==> src/rtl/sid_waveform_mixer.sv <==
// ============================================================================
//  Module      : sid_waveform_mixer
//  Description : Combines per-voice waveform components into the 12-bit DAC
//                value, models the floating output, OSC3 readback and noise
//                LFSR writeback.
//  Revision    : 1.0 - initial release
// ============================================================================
`default_nettype none

module sid_waveform_mixer #(
    parameter logic [12:0] FLOAT_TTL_6581 = 13'd182,
    parameter logic [12:0] FLOAT_TTL_8580 = 13'd4400
) (
    input  logic        clk,
    input  logic        res_n,
    input  logic        tick_ms,
    input  logic        model,
    input  logic        stb,
    input  logic [3:0]  selector,
    input  logic [7:0]  noise,
    input  logic        pulse,
    input  logic [11:0] saw_tri,
    output logic [11:0] wav,
    output logic        wav_valid,
    output logic [7:0]  osc3,
    output logic [7:0]  noise_wb,
    output logic        noise_wb_en
);

    localparam logic [12:0] c_AGE_MAX = 13'h1fff;

    typedef enum logic [1:0] {
        ST_ACTIVE = 2'd0,
        ST_HOLD   = 2'd1,
        ST_FADED  = 2'd2
    } state_t;

    state_t      r_state;
    logic [11:0] r_wav;
    logic        r_wav_valid;
    logic [7:0]  r_osc3;
    logic [7:0]  r_noise_wb;
    logic        r_noise_wb_en;
    logic [12:0] r_float_age;

    logic [11:0] w_noise_ext;
    logic [11:0] w_pulse_ext;
    logic [11:0] w_comb;
    logic [12:0] w_ttl;
    logic [12:0] w_age_next;
    logic        w_expired;
    logic        w_wb_en;

    assign w_noise_ext = {noise, 4'b0000};
    assign w_pulse_ext = {12{pulse}};

    // Unselected components contribute all-ones so they drop out of the AND;
    // saw and triangle share one input and enter the AND once.
    assign w_comb = (selector[3]                 ? w_noise_ext : 12'hfff)
                  & (selector[2]                 ? w_pulse_ext : 12'hfff)
                  & ((selector[1] | selector[0]) ? saw_tri     : 12'hfff);

    assign w_ttl      = model ? FLOAT_TTL_8580 : FLOAT_TTL_6581;
    assign w_age_next = (r_float_age == c_AGE_MAX) ? r_float_age
                                                   : r_float_age + {12'd0, tick_ms};
    // Compare against the age including this tick, re-evaluated on every stb
    // so a model change during a hold applies immediately.
    assign w_expired  = (w_age_next >= w_ttl);
    assign w_wb_en    = selector[3] & (|selector[2:0]);

    always_ff @(posedge clk or negedge res_n) begin
        if (!res_n) begin
            r_state       <= ST_ACTIVE;
            r_wav         <= 12'h000;
            r_wav_valid   <= 1'b0;
            r_osc3        <= 8'h00;
            r_noise_wb    <= 8'hff;
            r_noise_wb_en <= 1'b0;
            r_float_age   <= 13'd0;
        end else begin
            r_wav_valid <= stb;
            if (stb) begin
                r_noise_wb_en <= w_wb_en;
                r_noise_wb    <= w_wb_en ? w_comb[11:4] : 8'hff;
                if (selector != 4'd0) begin
                    r_wav       <= w_comb;
                    r_osc3      <= w_comb[11:4];
                    r_float_age <= 13'd0;
                    r_state     <= ST_ACTIVE;
                end else begin
                    r_float_age <= w_age_next;
                    if (w_expired || (r_state == ST_FADED)) begin
                        r_wav   <= 12'h000;
                        r_osc3  <= 8'h00;
                        r_state <= ST_FADED;
                    end else begin
                        r_state <= ST_HOLD;
                    end
                end
            end
        end
    end

    assign wav         = r_wav;
    assign wav_valid   = r_wav_valid;
    assign osc3        = r_osc3;
    assign noise_wb    = r_noise_wb;
    assign noise_wb_en = r_noise_wb_en;

endmodule

`default_nettype wire

==> config.mk <==
export PLATFORM = sky130hd
export DESIGN_NAME = sid_waveform_mixer
export DESIGN_NICKNAME = d
export VERILOG_FILES = /design/src/rtl/sid_waveform_mixer.sv
export SDC_FILE = /design/constraint.sdc
export NUM_CORES = 1
export LEC_CHECK = 0
export ABC_AREA = 1
export CAP_MARGIN = 20
export CORE_MARGIN = 8
export CORE_UTILIZATION = 52
export CTS_BUF_LIST = sky130_fd_sc_hd__clkbuf_16
export CTS_CLUSTER_DIAMETER = 50
export DETAILED_ROUTE_END_ITERATION = 8
export PLACE_DENSITY = 0.87
export SKIP_CTS_REPAIR_TIMING = 1
export SKIP_LAST_GASP = 1
export SLEW_MARGIN = 15
export SYNTH_ARGS = -nofsm -noshare
export SYNTH_HDL_FRONTEND = slang
export SYNTH_SLANG_ARGS = --single-unit
export TNS_END_PERCENT = 20
==> constraint.sdc <==
create_clock -name clk -period 7.9 [get_ports clk]
set_input_delay 1.975 -clock clk [delete_from_list [all_inputs] [get_ports clk]]
set_output_delay 1.975 -clock clk [all_outputs]
set_load 0.03 [all_outputs]
### After elaboration in Yosys (flattened, before gate mapping)

Index checks and enable logic that the tools add are counted.
W data, S select, Z words.

| word-level totals | value |
|---|---|
| bits in registers | 45 |
| input port bits | 30 |
| logic and storage cells | 33 |

| operators by class | value |
|---|---|
| $add $sub $neg | 1 |
| order comparisons | 1 |
| equality and inequality tests | 2 |
| muxes and demuxes | 13 |
| bitwise operators | 4 |
| reduce and logical (&&, ||, !) cells | 5 |

Operators with widths:

| cell | count |
|---|---|
| $mux W12 | 5 |
| $mux W13 | 3 |
| $and A12 B12 Y12 | 2 |
| $mux W8 | 3 |
| $add A13 B1 Y13 | 1 |
| $eq A13 B13 Y1 const B | 1 |
| $ge A13 B13 Y1 | 1 |
| $mux W2 | 2 |
| $reduce_bool A4 Y1 | 1 |
| $reduce_or A3 Y1 | 1 |
| $eq A2 B2 Y1 const B | 1 |
| $reduce_and A2 Y1 | 1 |
| $reduce_bool A2 Y1 | 1 |
| $and A1 B1 Y1 | 1 |
| $logic_or A1 B1 Y1 | 1 |
| $or A1 B1 Y1 | 1 |

### Longest topological paths before layout

Gate-level depths: netlist (run 1).

| depth | value |
|---|---|
| word-level depth | 6 |
| depth in mapped cells | 20 |
| depth with buffers taken out | 19 |

### Worst setup path after synthesis (run 1)

Ideal clock, no wire load.

| path | value |
|---|---|
| kind | in2reg |
| start | input tick_ms |
| end | register r_wav[8], in the netlist wav[8] |
| setup time | 0.118 ns |
| data arrival time | 4.176 ns |
| slack | 3.606 ns |
| stages on the path | 20 |
| path buffers | 1 |
| cells stage by stage | ha_1 ha_1 nand3_2 nor2_2 nand4_1 xor2_1 inv_1 ha_1 nand2_1 nor2_1 nand3_1 nor2_1 nand3_1 nand3_2 nand2_2 nand3_4 nand2_4 buf_12 nand2_1 nand2_1 |

| between the ends | value |
|---|---|
| word-level cells in the longest chain between the ends | 6 |

Ends and longest elaborated chain:

| element | line | text |
|---|---|---|
| start: declaration | 16 | `input logic tick_ms,` |
| $add A13 B1 Y13 | 65 | `: r_float_age + {12'd0, tick_ms};` |
| $mux W13 | 64 | `assign w_age_next = (r_float_age == c_AGE_MAX) ? r_float_age` |
| $ge A13 B13 Y1 | 68 | `assign w_expired = (w_age_next >= w_ttl);` |
| $logic_or A1 B1 Y1 | 92 | `if (w_expired \|\| (r_state == ST_FADED)) begin` |
| $reduce_bool A2 Y1 (no line) | n/a |  |
| $reduce_and A2 Y1 (no line) | n/a |  |
| end signal: assignment | 86 | `r_wav <= w_comb;` |
| end: declaration | 39 | `logic [11:0] r_wav;` |

Every way passes these cells.
A chain may end at the register's enable or synchronous reset.

### Final worst setup path (run 1)

| path | value |
|---|---|
| start | input tick_ms |
| end | register r_wav[10], in the netlist wav[10] |

The elaborated chain is that of the path after synthesis.

==> flow_summary.toml, run 1 <==
[route]
wire_per_inst_um = 15.02
routed_wl_um = 5964
via_count = 2091
detail-route-antenna-nets = 0
firstDrtPassIters = 5
drtIter0Drc = 170
drc = 0
routed_via_density = 5.267

[place]
io_buffers = 59
gp_congestion = 0.9451
numPlacedInstances = 389
hpwl_um = 4570
dp_slack_ps = 2863

[min_path]
min_path_type = "reg -> reg"

[synth]
ys_types = 30
synth_warnings = 0
synth.top_cell.area_share_pct = 32.44
synth_area_sq_mm = 0.002237
ys_ff_latch = 37
seq_area_frac_synth_pct = 41.83
synth_top_flop_cell = "dfrtp_1"
synth_fp_nets = 330
synth_largest_area_cell = "dfrtp_1"
synth_edf_count = 0
async_flop_share_pct = 100.0
syn_area_per_cell_sq_um = 7.635
yosys-top-cells-count = "nand2_1, nor2_1, inv_1, dfrtp_1, nand3_1"
syn_inst = 293
synthTopCellsByArea = "dfrtp_1, nand2_1, dfstp_2"
synth_most_common_cell = "nand2_1"

[critical_path]
cp-start-kind = "input pin"
cp_top_family = "simple AND/OR/NAND/NOR gates"
crit_required_ps = 8070
slowest_stage = "clkdlybuf4s50_1"
arrival_ps = 4920
worstSetupPathType = "in -> reg"
crit_chain = "clkdlybuf4s50_1 -> ha_1 -> ha_1 -> nand3_2 -> nor2_2 -> nand4_1 -> xor2_1 -> inv_1 -> ha_1 -> nand2_1 -> nor2_1 -> nand3_1 -> nor2_1 -> nand3_1 -> nand3_2 -> nand2_2 -> nand3_4 -> nand2_4 -> nand2_2 -> nand2_1"
setup.worst_path.end_class = "register"
cp_common_cell = "ha_1"
crit_fanout = 12
path_buf_inv = 2
regToRegSetupSlack_ps = 4880
slowest_delay_ps = 460

[cells_and_area]
area_growth_pct = 30.82
final_cells = 397
nNetsFinal = 381
fin_util_pct = 69.12
diodes = 0
drive_gt1_share_pct = 11.88
n_fill_cell = 304

[sta]
slew_headroom_pct = 39.88
worst_clock_skew_ps = 3.516
setup-violations-final = 0
worst_slew_pin_slew_ps = 899.0
setup_slack_ps = 3143
period_share_pct = 60.21
fmax_mhz = 210.2
hold_viol_final = 0
fin_setup_tns_ps = 0
slew_viol_final = 0
rsz0062_at_grt = "false"
timing.final.crit_period_ps = 4757

[clocking]
clkSlewWorstSetupHoldPaths_ps = 60
clk_latency_ps = 280
cts_tree = "yes"
h-tree-depth = 2
cts-root-buf = "clkbuf_16"
cts.sinks = 37
clockBufferDepth = 2
cts_buffers = 5

[power_and_ir_drop]
leakage_uw = 0.001374
p_switching_uw = 154.6
swShare_pct = 29.45
pwr-share-clk_pct = 36.6
p_int_uw = 370.3
p_per_area_mw_per_mm2 = 179.3
vdd_drop_max_v = 0.0001027
power_frac_seq_pct = 40.6
combinationalPowerShare_pct = 22.8

[floorplanning]
die-area_sq_mm = 0.006657
die_w_um = 81.59
start_util_pct = 52.84
rows = 24
die_height_um = 81.59
io_pins = 60
core_sq_mm = 0.004234

[grt]
gr-total-overflow = 0
grt_pass1_vias = 2023
grt_pass1_wl_um = 9708
antenna_found_initial = 0
grt_max_degree = 38
grtUsageTotal_pct = 18.92

[outcome]
status = "completed"

[flow_run]
cap_violations = 0
## sequential cells by signal, indices dropped and copies added (netlist names)
signal       count
wav             12
r_state          2
noise_wb         8
noise_wb_en      1
r_float_age     13
wav_valid        1
## worst reg2reg max path, delay by kind of cell (launching register included)
family                     cells  cell delay [ps]
adders and majority gates      3              810
DFF                            1              390
and+or+nand+nor               14             1470
buffers and inverters          1               60
xor gates and xnor gates       1              180
## cells in the final DEF, fill, tap and decap left out, types with 5 or more instances in the layout
| cell type | count |
|---|---|
| inv_1 | 32 |
| nand2_2 | 9 |
| o221ai_1 | 8 |
| ha_1 | 7 |
| clkdlybuf4s50_1 | 58 |
| dfstp_2 | 8 |
| nor2_1 | 40 |
| o21ai_0 | 12 |
| nand3_1 | 17 |
| dfrtp_1 | 29 |
| clkbuf_16 | 5 |
| nand2_1 | 74 |
| nor2_2 | 7 |
| a21oi_1 | 10 |
## metal layers
layer  share of wire, %  track usage, %  vias up
met4                3.4           9.298        0
met5                  0               0        -
met2                 48           30.23       66
met3                5.8           3.829       16
met1                 42           23.95      966
li1                   -               -     1043
## metrics by stage
stage | hold slack, ps | area, sq um | power, uW
6_report | 471.4 | 2927 | 524.9
4_1_cts | 474.0 | 2927 | 530.4
3_5_place_dp | 459.8 | 2784 | 336.7
3_3_place_gp | 456.3 | 2784 | 334.2
2_1_floorplan | 453.7 | 2237 | 283.8
5_1_grt | 499.7 | 2927 | 546.6
## layout make-up
class / instances / area [sq um] / area share (%)
clock buffer: 5 / 125.1 / 4.275
clock inverter: 3 / 17.52 / 0.5985
inverter: 35 / 131.4 / 4.489
multi-input combinational: 206 / 1066 / 36.43
sequential: 37 / 935.9 / 31.98
tap: 52 / 65.06 / 2.223
timing repair buffer: 59 / 585.6 / 20.01
## power groups by stage
stage	Clock (uW)	Combinational, uW	Sequential, uW
final	192	120	213
after global routing	204	128	215
after CTS	196	121	213
after detailed placement	0	120	216
after global placement	0	119	216
after floorplan	0	44.5	239
## cells by family (layout without fill, tap and decap cells)
kind of cell | count (synthesis) | after routing | share of synthesized area (%)
AND/OR/NAND/NOR | 159 | 159 | 32.33
AO/OA/AOI/OAI | 36 | 36 | 9.844
buffers and inverters | 50 | 102 | 10.51
adder cells (fa/ha/maj) | 7 | 7 | 3.915
flip-flops | 37 | 37 | 41.83
XOR/XNOR | 4 | 4 | 1.566
## path summary, 6_finish.rpt
check | from | end | cells after the start
max | tick_ms | wav[10] | 20
min | wav[0] | wav[0] | 2
min reg2reg | wav[0] | wav[0] | 2
min in group asynchronous | res_n | r_float_age[0] | 1
max reg2reg | r_float_age[0] | wav[10] | 19
max in group asynchronous | res_n | r_state[1] | 1
Power figures use the tool's default switching activity.
==> run 2: changes to the inputs <==
--- a/config.mk
+++ b/config.mk
@@ -8,11 +8,11 @@
 export ABC_AREA = 1
 export CAP_MARGIN = 20
 export CORE_MARGIN = 8
-export CORE_UTILIZATION = 52
+export CORE_UTILIZATION = 44
 export CTS_BUF_LIST = sky130_fd_sc_hd__clkbuf_16
 export CTS_CLUSTER_DIAMETER = 50
 export DETAILED_ROUTE_END_ITERATION = 8
-export PLACE_DENSITY = 0.87
+export PLACE_DENSITY = 0.79
 export SKIP_CTS_REPAIR_TIMING = 1
 export SKIP_LAST_GASP = 1
 export SLEW_MARGIN = 15
==> constraint.sdc (replaced) <==
create_clock -name clk -period 4 [get_ports clk]
set_input_delay 1 -clock clk [delete_from_list [all_inputs] [get_ports clk]]
set_output_delay 1 -clock clk [all_outputs]
set_load 0.03 [all_outputs]
==> run 2 against run 1 <==
Worst setup slack got worse by 2800 ps. Non-clock buffer count rose by 4. Total power rose by 110%. Largest cell class unchanged. Sequential share of layout area fell by 0.79 points. Global-route usage fell by 2.7 points. Critical path type unchanged. Largest power group is now clock. Critical path depth did not move. Die area rose by 14%. Clock power rose by 120%. Design area rose by 2.5%. Critical endpoint is now wav[1].
==> flow_summary.toml, run 2 (same netlist as run 1, synthesis figures left out) <==
[outcome]
status = "completed"

[critical_path]
crit_required_ps = 4160
worstSetupPathType = "in -> reg"
setup.worst_path.end_class = "register"
arrival_ps = 3820
cp-start-kind = "input pin"
crit_fanout = 12

[sta]
setup-violations-final = 0
setup_slack_ps = 347.0
worst_slew_pin_slew_ps = 791.5
rsz0062_at_grt = "false"
slew_viol_final = 0
timing.final.crit_period_ps = 3653
fmax_mhz = 273.7
period_share_pct = 91.32
fin_setup_tns_ps = 0
hold_viol_final = 0
worst_clock_skew_ps = 5.346
slew_headroom_pct = 47.24

[place]
dp_slack_ps = 63.20
gp_congestion = 0.9002
hpwl_um = 4580
io_buffers = 59

[power_and_ir_drop]
power_frac_seq_pct = 38.6
p_per_area_mw_per_mm2 = 362.8
swShare_pct = 26.97
leakage_uw = 0.001410
p_int_uw = 794.9
combinationalPowerShare_pct = 21.8
p_switching_uw = 293.6
pwr-share-clk_pct = 39.6
vdd_drop_max_v = 0.0001654

[cells_and_area]
seq_area_sq_um = 935.9
diodes = 0
largest_reg_flops = 13
regMostFlops = "r_float_age"
final_common_cell = "nand2_1"
drive_gt1_share_pct = 12.61
nNetsFinal = 385
final_cell_mix = "nand2_1, clkdlybuf4s50_1, nor2_1, inv_1, dfrtp_1"
multiInputGateArea_sq_mm = 0.001066
area_growth_pct = 34.12
n_fill_cell = 446

[clocking]
cts.sinks = 37
cts_tree = "yes"
cts-root-buf = "clkbuf_16"
clockBufferDepth = 2
clk_latency_ps = 280
cts_buffers = 5
h-tree-depth = 2
clkSlewWorstSetupHoldPaths_ps = 50

[floorplanning]
die_height_um = 87.31
rows = 26
core_sq_mm = 0.005010
io_pins = 60
die-area_sq_mm = 0.007622
start_util_pct = 44.66
die_w_um = 87.31

[grt]
grt_max_degree = 38
gr-total-overflow = 0
grtUsageTotal_pct = 16.26
antenna_found_initial = 0
grt_pass1_wl_um = 9763
grt_pass1_vias = 2082

[route]
via_count = 2110
routed_wl_um = 5913
firstDrtPassIters = 4
detail-route-antenna-nets = 0
drc = 0
drtIter0Drc = 163
wire_per_inst_um = 14.11
routed_via_density = 5.036

[flow_run]
cap_violations = 0

[min_path]
min_path_type = "reg -> reg"
## run 2: worst max-delay path, stage by stage
cell and delay, ps:
clkdlybuf4s50_1 460, ha_1 160, ha_1 230, nand3_2 130
nor2_2 190, nand4_1 130, xor2_1 180, inv_1 70
ha_1 290, nand2_1 80, nor2_1 110, nand3_1 80
nor2_1 90, nand3_1 100, nand3_2 90, nand2_2 70
nand3_4 90, nand2_4 120, nand2_1 80, nand2_1 40
## run 2: cell type report
cell class,instances,share of cell area (%)
inverter,35,4.379
clock buffer,5,4.170
timing repair buffer,63,20.52
clock inverter,3,1.293
multi-input combinational,206,35.53
sequential,37,31.19
tap,70,2.919
## run 2: per-layer routing
| layer | wire length (um) | track usage, % |
|---|---|---|
| met5 | 0 | 0 |
| met1 | 2559 | 19.55 |
| met2 | 2957 | 27.07 |
| met4 | 137 | 6.719 |
| met3 | 259 | 3.774 |
## run 2: stage by stage
| stage | utilization (%) | std cells | hold WS, ps | cell area (sq um) | power [uW] |
|---|---|---|---|---|---|
| 2_1_floorplan | - | 293 | 453.7 | 2237 | 560.6 |
| 5_1_grt | 59.89 | 419 | 502.5 | 3000 | 1139 |
| 6_report | 59.89 | 419 | 472.7 | 3000 | 1089 |
| 3_3_place_gp | 56.62 | 411 | 454.6 | 2836 | 661.8 |
| 3_5_place_dp | 56.62 | 411 | 463.2 | 2836 | 665.0 |
| 4_1_cts | 59.89 | 419 | 477.1 | 3000 | 1098 |
## run 2: worst paths after layout
kind | from | endpoint | slack, ps | cells past startpoint
min in group asynchronous | res_n | r_float_age[0] | 810 | 1
worst min-delay path | wav[1] | wav[1] | 470 | 2
max in group asynchronous | res_n | wav[1] | 2690 | 1
worst max register to register | r_float_age[0] | wav[1] | 1130 | 19
worst min register to register | wav[1] | wav[1] | 470 | 2
worst max-delay path | tick_ms | wav[1] | 350 | 20
## run 2: power by group through the flow
| stage | Sequential [uW] | Clock (uW) | Combinational (uW) |
|---|---|---|---|
| after floorplan | 473 | 0 | 87.8 |
| after global placement | 426 | 0 | 236 |
| after detailed placement | 426 | 0 | 239 |
| after CTS | 420 | 438 | 240 |
| after global routing | 424 | 461 | 254 |
| final | 420 | 431 | 237 |
==> run 3: changes to the inputs <==
--- a/config.mk
+++ b/config.mk
@@ -9,7 +9,6 @@
 export CAP_MARGIN = 20
 export CORE_MARGIN = 8
 export CORE_UTILIZATION = 44
-export CTS_BUF_LIST = sky130_fd_sc_hd__clkbuf_16
 export CTS_CLUSTER_DIAMETER = 50
 export DETAILED_ROUTE_END_ITERATION = 8
 export PLACE_DENSITY = 0.79
==> run 3 against run 2 <==
Final cell count is the same. Global-route usage grew 0.059 points. Worst hold slack better by 3.0 ps. Sequential share of layout area up 0.60 points. Total power decreased by 11%. Critical endpoint unchanged. Largest cell class unchanged. Highest routed layer unchanged.
==> flow_summary.toml, run 3 (same netlist as run 1, synthesis figures left out) <==
[outcome]
status = "completed"

[critical_path]
arrival_ps = 3810
rr_worst_depth = 19
crit_fanout = 12
rr_startpoint = "r_float_age[0]"
cp-start-kind = "input pin"
worstSetupPathType = "in -> reg"
setup.worst_path.end_class = "register"
crit_start = "tick_ms"
crit_required_ps = 4180

[floorplanning]
start_util_pct = 44.66
io_pins = 60
die_height_um = 87.31
die_w_um = 87.31
die-area_sq_mm = 0.007622
rows = 26
core_sq_mm = 0.005010

[power_and_ir_drop]
p_switching_uw = 281.1
vdd_drop_max_v = 0.0001624
power_frac_seq_pct = 43.2
p_int_uw = 689.0
p_per_area_mw_per_mm2 = 329.5
swShare_pct = 28.97
leakage_uw = 0.001380
combinationalPowerShare_pct = 24.4
pwr-share-clk_pct = 32.4

[clocking]
cts-root-buf = "clkbuf_8"
clk_latency_ps = 290
h-tree-depth = 2
cts.sinks = 37
cts_buffers = 5
cts_tree = "yes"
clockBufferDepth = 2
clkSlewWorstSetupHoldPaths_ps = 60

[min_path]
holdPathStages = 2
hold_path_startpoint = "wav[1]"
min_path_type = "reg -> reg"

[cells_and_area]
final_cell_mix = "nand2_1, clkdlybuf4s50_1, nor2_1, inv_1, dfrtp_1"
nNetsFinal = 385
largest_reg_flops = 13
regMostFlops = "r_float_age"
final_common_cell = "nand2_1"
area_growth_pct = 31.60
drive_gt1_share_pct = 12.61
diodes = 0
n_fill_cell = 450

[sta]
hold_viol_final = 0
worst_clock_skew_ps = 12.53
rsz0062_at_grt = "false"
period_share_pct = 90.83
fin_setup_tns_ps = 0
whs_ps = 475.7
worst_slew_pin_slew_ps = 797.2
timing.final.crit_period_ps = 3633
setup-violations-final = 0
slew_headroom_pct = 46.85
slew_viol_final = 0
fmax_mhz = 275.2

[grt]
grt_pass1_vias = 2107
grt_pass1_wl_um = 9825
grtUsageMet3_pct = 2.830
grtUsageTotal_pct = 16.32
grt_max_degree = 38
globalRouteMet2Util_pct = 27.13
antenna_found_initial = 0
gr-total-overflow = 0
busiest_layer = "met2"
use_met1_pct = 20.00

[route]
routed_wl_um = 5863
wire_per_inst_um = 13.99
routed_via_density = 5.055
drtIter0Drc = 141
drc = 0
firstDrtPassIters = 5
via_count = 2118
detail-route-antenna-nets = 0

[flow_run]
cap_violations = 0

[place]
gp_congestion = 0.9002
io_buffers = 59
hpwl_um = 4580
run 3: path summary, 6_finish.rpt:
check,to,slack [ps]
max in group asynchronous,wav[1],2700
setup / recovery,wav[1],370
hold / removal,wav[1],480
setup reg to reg,wav[1],1140
min in group asynchronous,r_state[0],790
hold reg to reg,wav[1],480
run 3: cell type report:
cell class | instances | area [sq um] | share of cell area (%)
multi-input combinational | 206 | 1066 | 36.21
inverter | 35 | 131.4 | 4.462
sequential | 37 | 935.9 | 31.79
timing repair buffer | 63 | 615.6 | 20.91
tap | 70 | 87.58 | 2.975
clock inverter | 2 | 35.03 | 1.190
clock buffer | 6 | 72.57 | 2.465
run 3: worst max-delay path, stage by stage:
cell and delay, ps:
clkdlybuf4s50_1 460, ha_1 160, ha_1 230, nand3_2 130, nor2_2 180, nand4_1 130
xor2_1 180, inv_1 60, ha_1 290, nand2_1 80, nor2_1 110, nand3_1 80
nor2_1 90, nand3_1 110, nand3_2 90, nand2_2 70, nand3_4 90, nand2_4 130
nand2_1 80, nand2_1 40
run 3: metal layers:
layer	vias to the layer above	share of wire (%)
li1	1044	-
met1	1005	43
met2	57	50
met3	12	4.7
met4	0	2.3
met5	-	0
run 3: power groups by stage:
stage,combinational [uW],sequential [uW],clock [uW]
after floorplan,87.8,473,0
after global placement,236,426,0
after detailed placement,239,426,0
after CTS,239,420,322
after global routing,255,423,341
final,237,419,314
run 3: per-stage QoR:
step	utilization [%]	instance area, sq um	instances	power, uW	setup WS [ps]
floorplan	-	2237	293	560.6	680.9
global placement	56.62	2836	411	661.8	218.4
detailed placement	56.62	2836	411	665.0	63.20
CTS	58.77	2944	419	981.6	377.2
global route	58.77	2944	419	1019	12.14
finish	58.77	2944	419	970.1	366.6
